`src/rtl/lfsr_frame_gen_pkg.sv`:
```
`default_nettype none
// ============================================================================
// Module      : lfsr_frame_gen_pkg
// Description : Shared types and constants for the LFSR frame generator:
//               FSM state encoding, frame length width, header byte count.
// Revision    : 1.0 - initial release
// ============================================================================
package lfsr_frame_gen_pkg;

    // Frame length field width (lengths up to 2047 bytes)
    localparam int C_LEN_W     = 11;

    // Number of length-header bytes prepended when the header option is built
    localparam int C_HDR_BYTES = 2;

    typedef enum logic [1:0] {
        IDLE = 2'd0,
        LOAD = 2'd1,
        SEND = 2'd2,
        GAP  = 2'd3
    } state_t;

endpackage : lfsr_frame_gen_pkg
`default_nettype wire

```
`src/rtl/lfsr_frame_len.sv`:
```
`default_nettype none
// ============================================================================
// Module      : lfsr_frame_len
// Description : Registered frame-length clamp. Captures a raw random length
//               when load is high and limits it to [P_MIN_LEN, P_MAX_LEN].
//               One cycle of latency, so a value sampled in LOAD is valid
//               from the first SEND cycle onward.
// Revision    : 1.0 - initial release
// ============================================================================
module lfsr_frame_len
    import lfsr_frame_gen_pkg::*;
#(
    parameter int P_MIN_LEN = 64,
    parameter int P_MAX_LEN = 1500
) (
    input  logic               clk,
    input  logic               rst,
    input  logic               load,
    input  logic [C_LEN_W-1:0] raw_len,
    output logic [C_LEN_W-1:0] len
);

    localparam logic [C_LEN_W-1:0] C_MIN = C_LEN_W'(P_MIN_LEN);
    localparam logic [C_LEN_W-1:0] C_MAX = C_LEN_W'(P_MAX_LEN);

    logic [C_LEN_W-1:0] w_clamped;

    // Saturate the raw length into the legal frame-length window
    always_comb begin
        w_clamped = raw_len;
        if (raw_len < C_MIN) begin
            w_clamped = C_MIN;
        end else if (raw_len > C_MAX) begin
            w_clamped = C_MAX;
        end
    end

    // Hold the clamped length for the whole frame; update only in LOAD
    always_ff @(posedge clk) begin
        if (rst) begin
            len <= '0;
        end else if (load) begin
            len <= w_clamped;
        end
    end

endmodule : lfsr_frame_len
`default_nettype wire

```
`src/rtl/lfsr_frame_gen.sv`:
```
`default_nettype none
// ============================================================================
// Module      : lfsr_frame_gen
// Description : Random-length, random-payload AXI-Stream frame generator fed
//               by an external free-running LFSR. Bursts of a programmable
//               number of frames (0 = continuous) separated by P_IFG idle
//               cycles. Optional build macro LFSR_FRAME_GEN_LEN_HDR_EN puts
//               the frame length in the first two beats of each frame.
// Revision    : 1.0 - initial release
// ============================================================================
module lfsr_frame_gen
    import lfsr_frame_gen_pkg::*;
#(
    parameter int P_MIN_LEN = 64,
    parameter int P_MAX_LEN = 1500,
    parameter int P_IFG     = 12
) (
    input  logic        i_clk,
    input  logic        i_rst,
    input  logic [13:0] i_lfsr_value,
    input  logic        i_start,
    input  logic        i_stop,
    input  logic [15:0] i_frame_num,
    output logic [7:0]  o_axis_data,
    output logic        o_axis_valid,
    output logic        o_axis_last,
    input  logic        i_axis_ready,
    output logic        o_busy,
    output logic [15:0] o_frame_cnt
);

    localparam logic [7:0]         C_GAP_END = 8'(P_IFG - 1);
    localparam logic [C_LEN_W-1:0] C_ONE     = C_LEN_W'(1);

    state_t             r_state;
    state_t             w_state_next;
    logic [15:0]        r_target;
    logic [15:0]        r_frame_cnt;
    logic [15:0]        w_cnt_inc;
    logic [C_LEN_W-1:0] r_beat;
    logic [C_LEN_W-1:0] w_len;
    logic [7:0]         r_gap_cnt;
    logic [7:0]         r_payload;
    logic               w_xfer;
    logic               w_last_beat;
    logic               w_burst_done;
    logic               w_unused;

    // Upper LFSR bits carry no information for this block
    assign w_unused = ^i_lfsr_value[13:11];

    assign w_xfer       = (r_state == SEND) && i_axis_ready;
    assign w_last_beat  = (r_beat == (w_len - C_ONE));
    assign w_cnt_inc    = r_frame_cnt + 16'd1;
    assign w_burst_done = i_stop || ((r_target != 16'd0) && (w_cnt_inc == r_target));

    // Length is captured from the LFSR during the single LOAD cycle
    lfsr_frame_len #(
        .P_MIN_LEN (P_MIN_LEN),
        .P_MAX_LEN (P_MAX_LEN)
    ) u_len (
        .clk     (i_clk),
        .rst     (i_rst),
        .load    (r_state == LOAD),
        .raw_len (i_lfsr_value[C_LEN_W-1:0]),
        .len     (w_len)
    );

    // State register
    always_ff @(posedge i_clk) begin
        if (i_rst) begin
            r_state <= IDLE;
        end else begin
            r_state <= w_state_next;
        end
    end

    // Next-state logic; stop only cuts short LOAD/GAP, never a frame in flight
    always_comb begin
        w_state_next = r_state;
        case (r_state)
            IDLE: if (i_start) w_state_next = LOAD;
            LOAD: w_state_next = i_stop ? IDLE : SEND;
            SEND: begin
                if (w_xfer && w_last_beat) begin
                    w_state_next = w_burst_done ? IDLE : GAP;
                end
            end
            GAP: begin
                if (i_stop) begin
                    w_state_next = IDLE;
                end else if (r_gap_cnt == C_GAP_END) begin
                    w_state_next = LOAD;
                end
            end
            default: w_state_next = IDLE;
        endcase
    end

    // Beat index within the frame and idle-cycle count within GAP
    always_ff @(posedge i_clk) begin
        if (i_rst) begin
            r_beat    <= '0;
            r_gap_cnt <= '0;
        end else begin
            if (r_state == LOAD) begin
                r_beat <= '0;
            end else if (w_xfer) begin
                r_beat <= w_last_beat ? '0 : (r_beat + C_ONE);
            end
            r_gap_cnt <= (r_state == GAP) ? (r_gap_cnt + 8'd1) : 8'd0;
        end
    end

    // Burst target latched at start; completed-frame counter
    always_ff @(posedge i_clk) begin
        if (i_rst) begin
            r_target    <= '0;
            r_frame_cnt <= '0;
        end else if ((r_state == IDLE) && i_start) begin
            r_target    <= i_frame_num;
            r_frame_cnt <= '0;
        end else if (w_xfer && w_last_beat) begin
            r_frame_cnt <= w_cnt_inc;
        end
    end

    // Next payload byte: sampled on entry to SEND and after every accepted beat
    always_ff @(posedge i_clk) begin
        if (i_rst) begin
            r_payload <= '0;
        end else if ((r_state == LOAD) || w_xfer) begin
            r_payload <= i_lfsr_value[7:0];
        end
    end

`ifdef LFSR_FRAME_GEN_LEN_HDR_EN
    // Leading beats carry the frame length (high bits first); length is held
    // in a register for the whole frame so a stalled header beat stays stable
    always_comb begin
        o_axis_data = r_payload;
        if ((r_state == SEND) && (r_beat < C_LEN_W'(C_HDR_BYTES))) begin
            o_axis_data = (r_beat == '0) ? {5'b0, w_len[10:8]} : w_len[7:0];
        end
    end
`else
    // Every beat is random payload
    always_comb begin
        o_axis_data = r_payload;
    end
`endif

    assign o_axis_valid = (r_state == SEND);
    assign o_axis_last  = (r_state == SEND) && w_last_beat;
    assign o_busy       = (r_state != IDLE);
    assign o_frame_cnt  = r_frame_cnt;

endmodule : lfsr_frame_gen
`default_nettype wire
```
`config.mk`:
```
export PLATFORM = sky130hd
export DESIGN_NAME = lfsr_frame_gen
export DESIGN_NICKNAME = d
export VERILOG_FILES = /design/src/rtl/lfsr_frame_gen_pkg.sv /design/src/rtl/lfsr_frame_len.sv /design/src/rtl/lfsr_frame_gen.sv
export SDC_FILE = /design/constraint.sdc
export NUM_CORES = 1
export LEC_CHECK = 0
export CAP_MARGIN = 30
export CORE_ASPECT_RATIO = 0.5
export CORE_UTILIZATION = 50
export CTS_CLUSTER_SIZE = 8
export DETAILED_ROUTE_END_ITERATION = 6
export HOLD_SLACK_MARGIN = 0.05
export PLACE_DENSITY = 0.75
export SETUP_SLACK_MARGIN = 0.02
export SYNTH_ARGS = -nofsm -noshare
export SYNTH_HDL_FRONTEND = slang
export SYNTH_SLANG_ARGS = --single-unit
export TNS_END_PERCENT = 100
```
`constraint.sdc`:
```
create_clock -name i_clk -period 3.1 [get_ports i_clk]
set_input_delay 0.93 -clock i_clk [delete_from_list [all_inputs] [get_ports i_clk]]
set_output_delay 0.93 -clock i_clk [all_outputs]
set_load 0.005 [all_outputs]
```
==> out/qor.csv <==
stage,metric,value,unit
status,status,finished with violations,
status,violated checks,setup timing,
global_route,GRT overflow,0,
synthesis,"EDFF count, synth",0,
critical_path,endpoint class of the critical path,primary output,
synthesis,Yosys reg bits,72,
clock_tree,hold buffers post-CTS,0,
critical_path,WP data required,2.17,ns
final_layout,Area Growth Syn to Fin,30.7,%
critical_path,r2r setup slk,0.35,ns
placement,Buffers on Ports,58,
sta,min Tclk post-route,3.21,ns
min_path,hold path cells,1,
sta,Tcrit/Tclk final,103,%
synthesis,count of unique library cells instantiated by Yosys,52,
clock_tree,CTS Buf Count,9,
sta,max-slew violation count,0,
power,Reg power frac,39.5,%
placement,DP Wirelength,6890,um
global_route,largest net degree at the start of global routing,34,
placement,GP Congestion,0.873,
power,power density over the cells,504,nW/um^2
clock_tree,Sink Count,72,
sta,final setup violating endpoints,1,
power,Pleak,1.84,nW
sta,relative slew slack,62.8,%
floorplanning,Initial Utilization,51.9,%
routing,Final ANT Viol Nets,0,
synthesis,Synth top area share,37.6,%
min_path,Hold Path Class,reg2reg,
critical_path,Worst EP arrival,2.28,ns
clock_tree,clk_lat worst skew,0.34,ns
critical_path,FF-to-FF path depth,9,
placement,placed instance area,4630,sq um
clock_tree,"CTS clk-pin slew, worst paths",0.06,ns
routing,wire per inst,14.6,um
synthesis,synth warn,0,
critical_path,Worst Setup EP,o_axis_last,
power,net switching power,0.000612,W
final_layout,fraction of layout cells with a size suffix above 1,10.7,%
synthesis,Synth Instances,485,
routing,Vias,3696,
clock_tree,CTS tree,yes,
sta,RSZ-0062 raised after global routing,true,
sta,hold slack,0.451,ns
power,sw frac,24.3,%
routing,DRT iter0 DRCs,182,
floorplanning,IO Count,62,
synthesis,prevailing post-synth register cell,dfxtp_1,
critical_path,Max Fanout on Critical Path,3,
sta,Final Hold Viols,0,
routing,Vias/cell,5.55,
synthesis,register area share after synthesis,37.6,%
global_route,vias in the first global route,3455,
global_route,antenna violations before repair,0,
critical_path,critical register-to-register path endpoint,o_frame_cnt[8]$_SDFFE_PP0P_,
sta,Final WS setup,-0.108,ns
final_layout,post-route cell area,5010,sq um
routing,DRT Wirelength,9710,um
power,peak supply drop,0.336,mV
clock_tree,Clock Path Buffers,2,
routing,TritonRoute pass-1 iters,4,
final_layout,Antenna Cells,0,
synthesis,Syn Nets,524,
floorplanning,Die Wd,126,um
global_route,first-pass GRT wire length,16000,um
synthesis,cell taking the most area after synthesis,dfxtp_1,
critical_path,nature of the critical path startpoint,flop,
clock_tree,# H-tree levels,3,
power,Logic pwr share,15.3,%
global_route,Total GRT Usage,25.1,%
critical_path,worst r2r src,u_len.len[7]$_SDFFE_PP0P_,
critical_path,Crit Path Category,reg2out,
clock_tree,Root Driver,clkbuf_16,
floorplanning,Die ar.,8030,sq um
synthesis,"top cells by area, synth","dfxtp_1 (38%), nand2_1 (7.6%), a21oi_1 (6.0%)",
routing,DRC Markers,0,
sta,FMAX,0.312,GHz
synthesis,post-synthesis cell area,3830,sq um
sta,Least-Margin Pin Slew,0.556,ns
power,Int Pwr,0.00191,W
floorplanning,core area,7380,sq um
final_layout,Final #Nets,604,
power,clock share of power,45.2,%
synthesis,syn avg cell area,7.90,sq um
sta,clock skew,0.00547,ns
floorplanning,Die Ht,63.9,um
critical_path,Critical Path Source,u_len.len[7]$_SDFFE_PP0P_,
run,max-cap violation count,0,
synthesis,asr flop ratio synth,0,%
floorplanning,number of core rows,22,
sta,setup tns final,-0.108,ns
-- layout make-up --
class / instances / area, sq um
inverters: 12 / 45.0
multi-input cells: 383 / 2270
well taps: 96 / 120
clock buffers: 11 / 253
fillers: 626 / 2370
flip-flops and latches: 72 / 1440
repair buffers: 87 / 793
clock inverters: 5 / 78.8
-- critical path, cell delays in order (launching register included) --
cell and delay [ns]:
dfxtp_1 0.31, or3_4 0.40, or4b_4 0.52, o211ai_2 0.20, a2bb2oi_2 0.20, nand2_2 0.11
nor2_1 0.10, buf_2 0.11
-- layout by cell type, fill, tap and decap left out, types with 4 or more instances in the layout --
master / count
o21ai_0: 28
a21oi_1: 46
dfxtp_1: 72
inv_1: 12
nor2b_1: 5
nand2_1: 77
ha_1: 4
nor4_1: 9
nor3_1: 4
or3_1: 19
o211ai_1: 4
a31oi_1: 4
clkbuf_16: 9
and4_1: 5
nor2_1: 38
buf_4: 29
clkdlybuf4s50_1: 57
xnor2_1: 26
xor2_1: 20
nand2b_1: 8
and3_1: 7
nand3_1: 19
nand4_1: 12
-- worst min path at each step --
stage | end | startpoint | slack, ns
after CTS | r_gap_cnt[0]$_SDFF_PP0_ | r_gap_cnt[0]$_SDFF_PP0_ | 0.45
after floorplan | r_gap_cnt[0]$_SDFF_PP0_ | r_gap_cnt[0]$_SDFF_PP0_ | 0.42
final | r_gap_cnt[0]$_SDFF_PP0_ | r_gap_cnt[0]$_SDFF_PP0_ | 0.45
after global routing | o_axis_data[2]$_SDFFE_PP0P_ | o_axis_data[2]$_SDFFE_PP0P_ | 0.48
after detailed placement | r_gap_cnt[0]$_SDFF_PP0_ | r_gap_cnt[0]$_SDFF_PP0_ | 0.44
after global placement | r_gap_cnt[0]$_SDFF_PP0_ | r_gap_cnt[0]$_SDFF_PP0_ | 0.43
-- what timing repair did --
action	4_1_cts	5_1_grt
gates resized for setup	6	2
endpoints found under the hold margin	0	0
pin swaps	5	5
setup buffers	2	2
endpoints found under the setup margin	1	15
-- state kept, by name, summed over array words and instances (netlist names) --
name         flops
o_axis_data      8
o_frame_cnt     16
r_beat          11
r_gap_cnt        8
r_state          2
r_target        16
u_len.len       11
-- per-stage QoR --
step	instances	worst slack, ns	utilization [%]	power (W)
after floorplan	485	0.314	-	0.00123
after global placement	646	-0.148	62.8	0.00138
final	666	-0.108	67.9	0.00252
after detailed placement	646	-0.175	62.8	0.00138
after CTS	664	-0.135	67.5	0.00252
after global routing	666	-0.163	67.9	0.00263
-- power by group through the flow --
stage | logic [W] | registers (W) | clock network, W
6_report | 0.000385 | 0.000996 | 0.00114
5_1_grt | 0.000421 | 0.00100 | 0.00120
4_1_cts | 0.000379 | 0.000996 | 0.00114
3_5_place_dp | 0.000367 | 0.00102 | 0
3_3_place_gp | 0.000361 | 0.00101 | 0
2_1_floorplan | 0.000222 | 0.00101 | 0
-- metal layers --
metal	GRT usage, %	up-vias	share of wire, %
met3	6.95	9	4.1
met4	7.98	0	1.1
met2	43.3	61	49
li1	-	1878	-
met5	0	-	0
met1	30.5	1748	46
-- cell usage after synthesis (2+ instances only) --
master     instances
a22o_1             3
nor2b_1            6
o21ai_0           28
nor2_1            38
or3_4              2
or2_2              3
buf_6              2
nor4_1             9
mux2i_1            2
and3_1             7
o22ai_1            3
nand3_1           19
clkbuf_1          12
nand2b_1           8
a2111oi_0          2
ha_1               4
nand2_1           78
nand3b_1           3
inv_1             12
o31ai_1            2
and3b_1            2
and4_1             5
xor2_1            20
nand4b_1           3
o211ai_1           4
or3_1             19
dfxtp_1           72
and2_1             2
nand4_1           12
xnor2_1           26
nor3b_1            2
a31oi_1            4
buf_1              2
nor3_1             4
a21oi_1           46
or4_1              3
-- kinds of logic (layout without fill, tap and decap cells) --
logic type,count (synthesis),count (layout),share of synthesized area [%]
flip-flops,72,72,37.6
adder cells (fa/ha/maj),4,4,1.31
AO/OA/AOI/OAI,101,101,15.5
multiplexers,2,2,0.523
AND/OR/NAND/NOR,229,229,30.7
XOR/XNOR,47,47,10.9
buffers and inverters,30,115,3.40
Note: power is estimated with default switching activity, not from simulation.
